$ cat src/rtl/dm_arbiter.sv
// Two-port round-robin arbiter/sequencer for the 128-byte big-endian data memory.
// Optional address check enabled by defining DM_ARB_ADDR_CHECK_EN.
module dm_arbiter #(
  parameter int DM_SIZE = 128,
  parameter int ADDR_W  = 32
) (
  input  logic              clk,
  input  logic              rst,
  input  logic [1:0]        req_valid,
  output logic [1:0]        req_ready,
  input  logic              req_we0,
  input  logic [ADDR_W-1:0] req_addr0,
  input  logic [31:0]       req_wdata0,
  input  logic              req_we1,
  input  logic [ADDR_W-1:0] req_addr1,
  input  logic [31:0]       req_wdata1,
  output logic [1:0]        resp_valid,
  output logic [31:0]       resp_rdata,
  output logic              resp_err,
  output logic [ADDR_W-1:0] Mem_addr,
  output logic [31:0]       Mem_w_data,
  output logic              Mem_w,
  output logic              Mem_r,
  input  logic [31:0]       Mem_r_data,
  output logic [1:0]        dbg_state,
  output logic              dbg_rr
);

`ifdef DM_ARB_ADDR_CHECK_EN
  localparam logic CHECK_EN = 1'b1;
`else
  localparam logic CHECK_EN = 1'b0;
`endif

  localparam logic [ADDR_W-1:0] LAST_WORD = ADDR_W'(DM_SIZE - 4);

  typedef enum logic [1:0] {
    IDLE   = 2'd0,
    ACCESS = 2'd1,
    RESP   = 2'd2
  } state_t;

  state_t              state_q, state_d;
  logic                rr_q, win_q, we_q, flag_q, err_q;
  logic [ADDR_W-1:0]   addr_q;
  logic [31:0]         wdata_q, rdata_q;
  logic [1:0]          grant;
  logic                sel_we, addr_bad;
  logic [ADDR_W-1:0]   sel_addr;
  logic [31:0]         sel_wdata;

  // Handshake: a request transfers on the posedge where req_valid[i] & req_ready[i];
  // ready is offered only in IDLE, to at most one port, and never during reset.
  always_comb begin
    grant = 2'b00;
    if (rst && state_q == IDLE) begin
      case (req_valid)
        2'b01:   grant = 2'b01;
        2'b10:   grant = 2'b10;
        2'b11:   grant = rr_q ? 2'b10 : 2'b01;
        default: grant = 2'b00;
      endcase
    end
  end

  assign req_ready = grant;
  assign sel_we    = grant[1] ? req_we1    : req_we0;
  assign sel_addr  = grant[1] ? req_addr1  : req_addr0;
  assign sel_wdata = grant[1] ? req_wdata1 : req_wdata0;
  assign addr_bad  = (sel_addr[1:0] != 2'b00) || (sel_addr > LAST_WORD);

  always_comb begin
    state_d = state_q;
    case (state_q)
      IDLE:    if (|grant) state_d = ACCESS;
      ACCESS:  state_d = RESP;
      RESP:    state_d = IDLE;
      default: state_d = IDLE;
    endcase
  end

  always_ff @(posedge clk or negedge rst) begin
    if (!rst) begin
      state_q <= IDLE;
      rr_q    <= 1'b0;
      win_q   <= 1'b0;
      we_q    <= 1'b0;
      flag_q  <= 1'b0;
      addr_q  <= '0;
      wdata_q <= '0;
      rdata_q <= '0;
      err_q   <= 1'b0;
    end else begin
      state_q <= state_d;
      if (|grant) begin
        win_q   <= grant[1];
        rr_q    <= ~grant[1];
        we_q    <= sel_we;
        addr_q  <= sel_addr;
        wdata_q <= sel_wdata;
        flag_q  <= CHECK_EN & addr_bad;
      end
      // Writes and rejected requests return zero data.
      if (state_q == ACCESS) begin
        rdata_q <= (we_q || flag_q) ? 32'd0 : Mem_r_data;
        err_q   <= flag_q;
      end
    end
  end

  // Memory-side outputs are forced to zero outside ACCESS so reset drops them at once.
  assign Mem_addr   = (state_q == ACCESS) ? addr_q  : '0;
  assign Mem_w_data = (state_q == ACCESS) ? wdata_q : '0;
  assign Mem_w      = (state_q == ACCESS) &  we_q & ~flag_q;
  assign Mem_r      = (state_q == ACCESS) & ~we_q & ~flag_q;

  assign resp_valid = (state_q == RESP) ? (win_q ? 2'b10 : 2'b01) : 2'b00;
  assign resp_rdata = rdata_q;
  assign resp_err   = CHECK_EN & err_q;

  assign dbg_state  = state_q;
  assign dbg_rr     = rr_q;

endmodule
$ cat config.mk
export PLATFORM = sky130hd
export DESIGN_NAME = dm_arbiter
export DESIGN_NICKNAME = d
export VERILOG_FILES = /design/src/rtl/dm_arbiter.sv
export SDC_FILE = /design/constraint.sdc
export NUM_CORES = 1
export LEC_CHECK = 0
export CAP_MARGIN = 20
export CORE_UTILIZATION = 30
export CTS_BUF_LIST = sky130_fd_sc_hd__clkbuf_8
export CTS_CLUSTER_SIZE = 20
export DETAILED_ROUTE_END_ITERATION = 12
export PLACE_DENSITY = 0.67
export SETUP_SLACK_MARGIN = 0.05
export SLEW_MARGIN = 20
export SYNTH_ARGS = -nofsm -noshare
export SYNTH_HDL_FRONTEND = slang
export SYNTH_SLANG_ARGS = --single-unit
$ cat constraint.sdc
create_clock -name clk -period 1.8 [get_ports clk]
set_input_delay 0.36 -clock clk [delete_from_list [all_inputs] [get_ports clk]]
set_output_delay 0.36 -clock clk [all_outputs]
set_load 0.01 [all_outputs]
# After elaboration in Yosys (flattened, before gate mapping)

Index checks and enable logic that the tools add are counted.

Flip-flop bits (word level): 101
Input bits: 166
Logic and storage cells: 33

Equal/unequal tests: 6
Mux-type cells: 13
Bitwise operators: 4
Reduce and logical (&&, ||, !) cells: 3

Operators with widths:

| kind               | count |
|---|---|
| $mux 32            | 5 |
| $mux 2             | 5 |
| $eq 2x2->1 const B | 3 |
| $pmux 2 s3         | 1 |
| $eq 2x1->1 const B | 2 |
| $pmux 2 s2         | 1 |
| $and 1x1->1        | 2 |
| $logic_not 2->1    | 1 |
| $ne 2x1->1 const B | 1 |
| $not 1->1          | 2 |
| $reduce_or 2->1    | 1 |
| $logic_and 1x1->1  | 1 |
| $mux 1             | 1 |

# Logic depth before layout (Yosys ltp)

Gate-level depths: netlist of run 1.

Depth in word-level cells: 6
Gate-level depth with buffers: 7

# Least setup slack after synthesis of run 1

OpenSTA, ideal clock, no wires.

Kind: register to output
From: reg state_q[1], in the netlist dbg_state[1]
To: out req_ready[1]
Data arrival time: 1624 ps
Data required time: 1440 ps
Setup slack: -184 ps
Stages on the path, launching flop included: 7
Cell sequence: dfrtp_1 > or3b_1 > buf_2 > or3_1 > buf_6 > clkinv_16 > buf_12

Word-level cells in the longest chain between the ends: 3

Ends and longest elaborated chain:

| element                  | RTL line | text |
|---|---|---|
| start: declaration       | 43       | `state_t state_q, state_d;` |
| start signal: assignment | 94       | `state_q <= state_d;` |
| $logic_not 2->1          | 56       | `if (rst && state_q == IDLE) begin` |
| $logic_and 1x1->1        | 56       |  |
| $mux 2                   | 56       |  |
| end: declaration         | 10       | `output logic [1:0] req_ready,` |

No other way between the ends.

# Worst setup path after layout of run 1

Ends and elaborated chain as after synthesis.

==> impl_metrics.env, run 1 <==
export IMPL_post_route_period_util_pct=125
export IMPL_cpMaxStageDelayCell="dfrtp_1"
export IMPL_fin_worst_skew_ns=0.0103
export IMPL_fin_ws_ns=-0.444
export IMPL_cp_max_fo=3
export IMPL_dr_pass1_iters=5
export IMPL_cts_sinks=101
export IMPL_cts_root_buffer_cell="clkbuf_8"
export IMPL_io_pins=272
export IMPL_setup_tns_ns=-34.37
export IMPL_syn2layout_area_growth_pct=87.2
export IMPL_cp_start_kind="flip-flop"
export IMPL_ys_ff_latch=101
export IMPL_cts_tree="built"
export IMPL_clk_path_buf_depth=2
export IMPL_r2r_end="addr_q[5]"
export IMPL_setup_viol=134
export IMPL_wl_per_cell_um=19.7
export IMPL_core_area_sq_mm=0.0161
export IMPL_slew_headroom_pct=45.5
export IMPL_cpMostUsedCell="buf_8"
export IMPL_rsz0062_at_grt="true"
export IMPL_rows=46
export IMPL_failed_checks="setup timing"
export IMPL_clkLatencyLatePin_ns=0.39
export IMPL_viasPerCell=5.11
export IMPL_maxCapViolCount=0
export IMPL_dp_cells=953
export IMPL_min_path_type="in -> async"
export IMPL_synth_cell_types=30
export IMPL_die_h_um=131
export IMPL_end_kind="output port"
export IMPL_crit_required_ns=1.44
export IMPL_ir_drop_mv=0.395
export IMPL_yosysWarnings=0
export IMPL_die_area_sq_mm=0.0172
export IMPL_die_x_um=131
export IMPL_port_buffers=270
export IMPL_critPathMaxStageDelay_ns=0.41
export IMPL_post_synth_top_count_cell="dfrtp_1"
export IMPL_syn_nets=654
export IMPL_ctsHoldBuffers=0
export IMPL_wl_um=20000
export IMPL_ant_nets=0
export IMPL_grt_overflow=0
export IMPL_critPathLaunch="dbg_state[1]"
export IMPL_finalHoldViolCount=0
export IMPL_post_place_ws_ns=-0.672
export IMPL_netlist_area_sq_mm=0.00499
export IMPL_vias=5187
export IMPL_critical_path_class="reg -> out"
export IMPL_p_leak_nw=4.33
export IMPL_cts_buffers=9
export IMPL_ys_top_cells_by_area="dfrtp_1, a221o_1, and2_1, and3_1, nand2_1"
export IMPL_initial_utilization_pct=31.1
export IMPL_path_clk_slew_ns=0.10
export IMPL_power_density_mw_per_mm2=919
export IMPL_drc=0
export IMPL_track_usage_pct=21.0
export IMPL_diodes=0
export IMPL_ys_seq_area_share_pct=50.7
export IMPL_drive_gt1_share_pct=30.3
export IMPL_syn_inst=488
export IMPL_nets=960
export IMPL_min_period_ns=2.24
export IMPL_netlist_area_leader_share_pct=50.7
export IMPL_synth_common_cells="dfrtp_1, and2_1, nand2_1"
export IMPL_synth_top_area_cell="dfrtp_1"
export IMPL_finalWeightedCongestion=0.793
export IMPL_critPathCapture="req_ready[1]"
export IMPL_hpwl_um=11700
export IMPL_grt_max_degree=66
export IMPL_path_cells="or3b_4 > or3_4 > buf_8 > clkinv_16 > buf_8"
export IMPL_antenna_found_initial=0
export IMPL_tightest_slew_ns=0.818
export IMPL_reg2reg_depth=10
export IMPL_drtIter0Drc=325
export IMPL_drv_slew=0
export IMPL_outcome="complete, but fails checks"
export IMPL_r2r_setup_slack_ns=-0.38
export IMPL_ys_flop_type="dfrtp_1"
export IMPL_grt_pass1_wl_um=26800
export IMPL_regToRegStartpoint="dbg_state[1]"
export IMPL_final_cells=1015
export IMPL_grt_pass1_vias=4924
export IMPL_async_flop_share_pct=100
export IMPL_max_freq_ghz=0.446
export IMPL_post_synth_cell_area_avg_sq_um=10.2
export IMPL_arrival_ns=1.88
export IMPL_htreeDepth=3
export IMPL_synth_edf_count=0
==> cell type report <==
cell class / count / area (sq um)
fillers: 1351 / 6720
repair buffers: 345 / 3840
flip-flops and latches: 101 / 2530
multi-input cells: 332 / 2450
well taps: 216 / 270
clock buffers: 10 / 138
clock inverters: 6 / 55.1
inverters: 5 / 52.6
==> power breakdown <==
group          total [mW]  switching (mW)  internal [mW]
logic                3.67            1.46           2.21
registers            3.40           0.437           2.96
clock network        1.51           0.847          0.668
total                8.58            2.74           5.84
==> stage by stage <==
step | area, sq um | hold WS [ns] | power, mW | utilization, %
finish | 9340 | 0.165 | 8.58 | 58.2
global route | 9340 | 0.205 | 9.01 | 58.2
CTS | 8370 | 0.163 | 7.99 | 52.1
detailed placement | 7960 | 0.454 | 6.31 | 49.6
global placement | 7960 | 0.448 | 6.23 | 49.6
floorplan | 4990 | 0.0644 | 4.67 | -
==> metal layers <==
metal | GRT usage [%] | vias up | part of all wire (%)
li1 | - | 2370 | -
met1 | 26.8 | 2555 | 42
met2 | 35.2 | 233 | 49
met3 | 3.58 | 29 | 5.6
met4 | 8.92 | 0 | 2.6
met5 | 0 | - | 0
==> registers in the layout, summed over array words and instances, names as in the netlist <==
register	cells
wdata_q	32
resp_rdata	32
dbg_state	2
addr_q	32
we_q	1
dbg_rr	1
win_q	1
==> what timing repair did <==
item,in CTS,in global routing
buffers inserted,15,18
pin swaps,0,94
endpoints found under the setup margin,139,152
gates cloned,9,9
hold endpoints to repair,0,0
resized for setup,318,182
==> worst min path at each step <==
stage,end,from,slack (ns)
floorplan,addr_q[0],rst,0.06
global placement,resp_rdata[9],resp_rdata[9],0.45
detailed placement,resp_rdata[1],resp_rdata[1],0.45
CTS,dbg_state[1],rst,0.16
global route,addr_q[31],rst,0.21
finish,dbg_state[0],rst,0.16
==> cell usage in the layout, fill, tap and decap left out, types with 2 or more instances in the layout <==
| master | count |
|---|---|
| buf_12 | 10 |
| and2_1 | 2 |
| dfrtp_1 | 101 |
| dlygate4sd2_1 | 2 |
| clkdlybuf4s50_1 | 196 |
| buf_2 | 4 |
| o21ai_0 | 13 |
| buf_6 | 83 |
| clkinv_2 | 2 |
| nand3_1 | 13 |
| and3_1 | 52 |
| nand3b_1 | 32 |
| a221o_1 | 52 |
| clkbuf_8 | 10 |
| inv_1 | 4 |
| a31oi_1 | 5 |
| buf_16 | 6 |
| buf_8 | 11 |
| a31oi_4 | 8 |
| a21o_1 | 2 |
| clkbuf_16 | 6 |
| and2_4 | 63 |
| nor4_1 | 13 |
| nand2_1 | 64 |
| buf_4 | 25 |
==> cell families after synthesis <==
kind of cell	count (synthesis)	share of synthesized area, %
AOI/OAI and AO/OA	83	14.1
other	1	0.0752
buffers and inverters	55	6.74
and+or+nand+nor	248	28.4
DFF	101	50.7
==> worst max-delay path: cells and delay by family (launching register included) <==
family,cells,cell delay [ns]
flip-flops,1,0.41
buffers and inverters,3,0.28
AND/OR/NAND/NOR,2,0.80
Power figures use the tool's default switching activity.
==> run 2, diff against run 1 <==
--- a/config.mk
+++ b/config.mk
@@ -6,11 +6,13 @@
 export NUM_CORES = 1
 export LEC_CHECK = 0
 export CAP_MARGIN = 20
-export CORE_UTILIZATION = 30
+export CELL_PAD_IN_SITES_DETAIL_PLACEMENT = 1
+export CELL_PAD_IN_SITES_GLOBAL_PLACEMENT = 1
+export CORE_UTILIZATION = 26
 export CTS_BUF_LIST = sky130_fd_sc_hd__clkbuf_8
 export CTS_CLUSTER_SIZE = 20
 export DETAILED_ROUTE_END_ITERATION = 12
-export PLACE_DENSITY = 0.67
+export PLACE_DENSITY_LB_ADDON = 0.1
 export SETUP_SLACK_MARGIN = 0.05
 export SLEW_MARGIN = 20
 export SYNTH_ARGS = -nofsm -noshare
==> impl_metrics.env, run 2 (synthesis gave the netlist of run 1 again) <==
export IMPL_layout_commonest_cell="clkdlybuf4s50_1"
export IMPL_drc=0
export IMPL_cp_max_fo=2
export IMPL_grt_max_degree=66
export IMPL_cts_tree="built"
export IMPL_slew_headroom_pct=47.7
export IMPL_nFillCells=2026
export IMPL_finalWeightedCongestion=0.768
export IMPL_grt_pass1_vias=5312
export IMPL_cp_top_family="simple AND/OR/NAND/NOR gates"
export IMPL_io_pins=272
export IMPL_critical_path_class="reg -> out"
export IMPL_critPathLaunch="dbg_state[0]"
export IMPL_core_area_sq_mm=0.0188
export IMPL_power_density_mw_per_mm2=930
export IMPL_ir_drop_mv=0.394
export IMPL_post_route_period_util_pct=124
export IMPL_max_freq_ghz=0.449
export IMPL_total_power_mw=8.58
export IMPL_rows=50
export IMPL_grt_pass1_wl_um=31000
export IMPL_initial_utilization_pct=26.6
export IMPL_setup_tns_ns=-30.25
export IMPL_final_cells=1032
export IMPL_setup_viol=122
export IMPL_dp_cells=970
export IMPL_min_path_type="in -> async"
export IMPL_die_h_um=141
export IMPL_wl_per_cell_um=21.8
export IMPL_drive_gt1_share_pct=29.4
export IMPL_r2r_end="wdata_q[8]"
export IMPL_track_usage_pct=20.5
export IMPL_die_area_sq_mm=0.0198
export IMPL_maxCapViolCount=0
export IMPL_viasPerCell=5.02
export IMPL_cp_start_kind="flip-flop"
export IMPL_reg2reg_depth=7
export IMPL_crit_required_ns=1.44
export IMPL_path_clk_slew_ns=0.11
export IMPL_path_cells="or3b_4 > or3_4 > buf_8 > clkinv_16 > buf_8"
export IMPL_die_x_um=141
export IMPL_cp_num_buf_inv=3
export IMPL_diodes=0
export IMPL_syn2layout_area_growth_pct=85.0
export IMPL_regToRegStartpoint="dbg_state[0]"
export IMPL_finalHoldViolCount=0
export IMPL_fin_worst_skew_ns=0.0110
export IMPL_end_kind="output port"
export IMPL_min_period_ns=2.23
export IMPL_antenna_found_initial=0
export IMPL_fin_hold_ws_ns=0.233
export IMPL_cts_sinks=101
export IMPL_clkLatencyLatePin_ns=0.38
export IMPL_hpwl_um=13500
export IMPL_wl_um=22500
export IMPL_cpMaxStageDelayCell="or3_4"
export IMPL_drtIter0Drc=212
export IMPL_cpMostUsedCell="buf_8"
export IMPL_cts_root_buffer_cell="clkbuf_8"
export IMPL_r2r_setup_slack_ns=-0.24
export IMPL_critPathMaxStageDelay_ns=0.42
export IMPL_arrival_ns=1.87
export IMPL_fin_ws_ns=-0.425
export IMPL_tightest_slew_ns=0.785
export IMPL_failed_checks="setup timing"
export IMPL_ant_nets=0
export IMPL_nets=959
export IMPL_p_leak_nw=4.28
export IMPL_clk_path_buf_depth=2
export IMPL_rsz0062_at_grt="true"
export IMPL_htreeDepth=3
export IMPL_final_cell_mix="clkdlybuf4s50_1, dfrtp_1, nand2_1, buf_6"
export IMPL_drv_slew=0
export IMPL_vias=5182
export IMPL_dr_pass1_iters=4
export IMPL_grt_overflow=0
export IMPL_cts_buffers=9
export IMPL_port_buffers=270
export IMPL_outcome="complete, but fails checks"
[run 2: cell type report]
| cell class | count | area [sq um] | share of cell area, % |
|---|---|---|---|
| timing repair buffer | 344 | 3730 | 40.4 |
| inverter | 5 | 50.0 | 0.542 |
| tap | 234 | 293 | 3.17 |
| clock buffer | 11 | 151 | 1.64 |
| multi-input combinational | 332 | 2420 | 26.2 |
| sequential | 101 | 2530 | 27.4 |
| clock inverter | 5 | 57.6 | 0.624 |
[run 2: layer usage]
| metal | wire [um] | global-route usage, % | vias to the layer above |
|---|---|---|---|
| met5 | 0 | 0 | - |
| met4 | 609 | 5.89 | 0 |
| met3 | 1390 | 5.33 | 34 |
| met2 | 11000 | 34.5 | 204 |
| met1 | 9530 | 26.0 | 2578 |
| li1 | - | - | 2366 |
[run 2: what timing repair did]
| item | CTS | global route |
|---|---|---|
| setup endpoints to repair | 139 | 164 |
| pin swaps | 0 | 43 |
| hold buffers | 0 | 0 |
| resized for setup | 323 | 145 |
| buffers inserted | 18 | 11 |
| gates cloned | 5 | 14 |
[run 2: worst reg2reg max path: stages (launching register included)]
cell and delay (ns):
dfrtp_1 0.39, or3b_4 0.40, or3_4 0.42, buf_8 0.15, clkinv_16 0.04, buf_4 0.17
buf_16 0.21, a221o_1 0.20
[run 2: power breakdown]
part	leakage [nW]	total, mW	internal, mW	switching, mW
combinational	2.91	3.63	2.12	1.51
clock	0.110	1.57	0.723	0.845
sequential	1.26	3.38	2.96	0.420
total	4.28	8.58	5.81	2.77
[run 2: worst max-delay path by stage]
stage,to,cells after the start
after floorplan,req_ready[1],6
after global placement,req_ready[1],6
after detailed placement,req_ready[1],6
after CTS,req_ready[1],5
after global routing,req_ready[1],5
final,req_ready[1],5
[run 2: stage by stage]
stage	cell area, sq um	util [%]	setup slack, ns
after floorplan	4990	-	-0.184
final	9230	49.2	-0.425
after CTS	8330	44.4	-0.461
after global placement	7980	42.5	-0.724
after detailed placement	7980	42.5	-0.761
after global routing	9230	49.2	-0.500
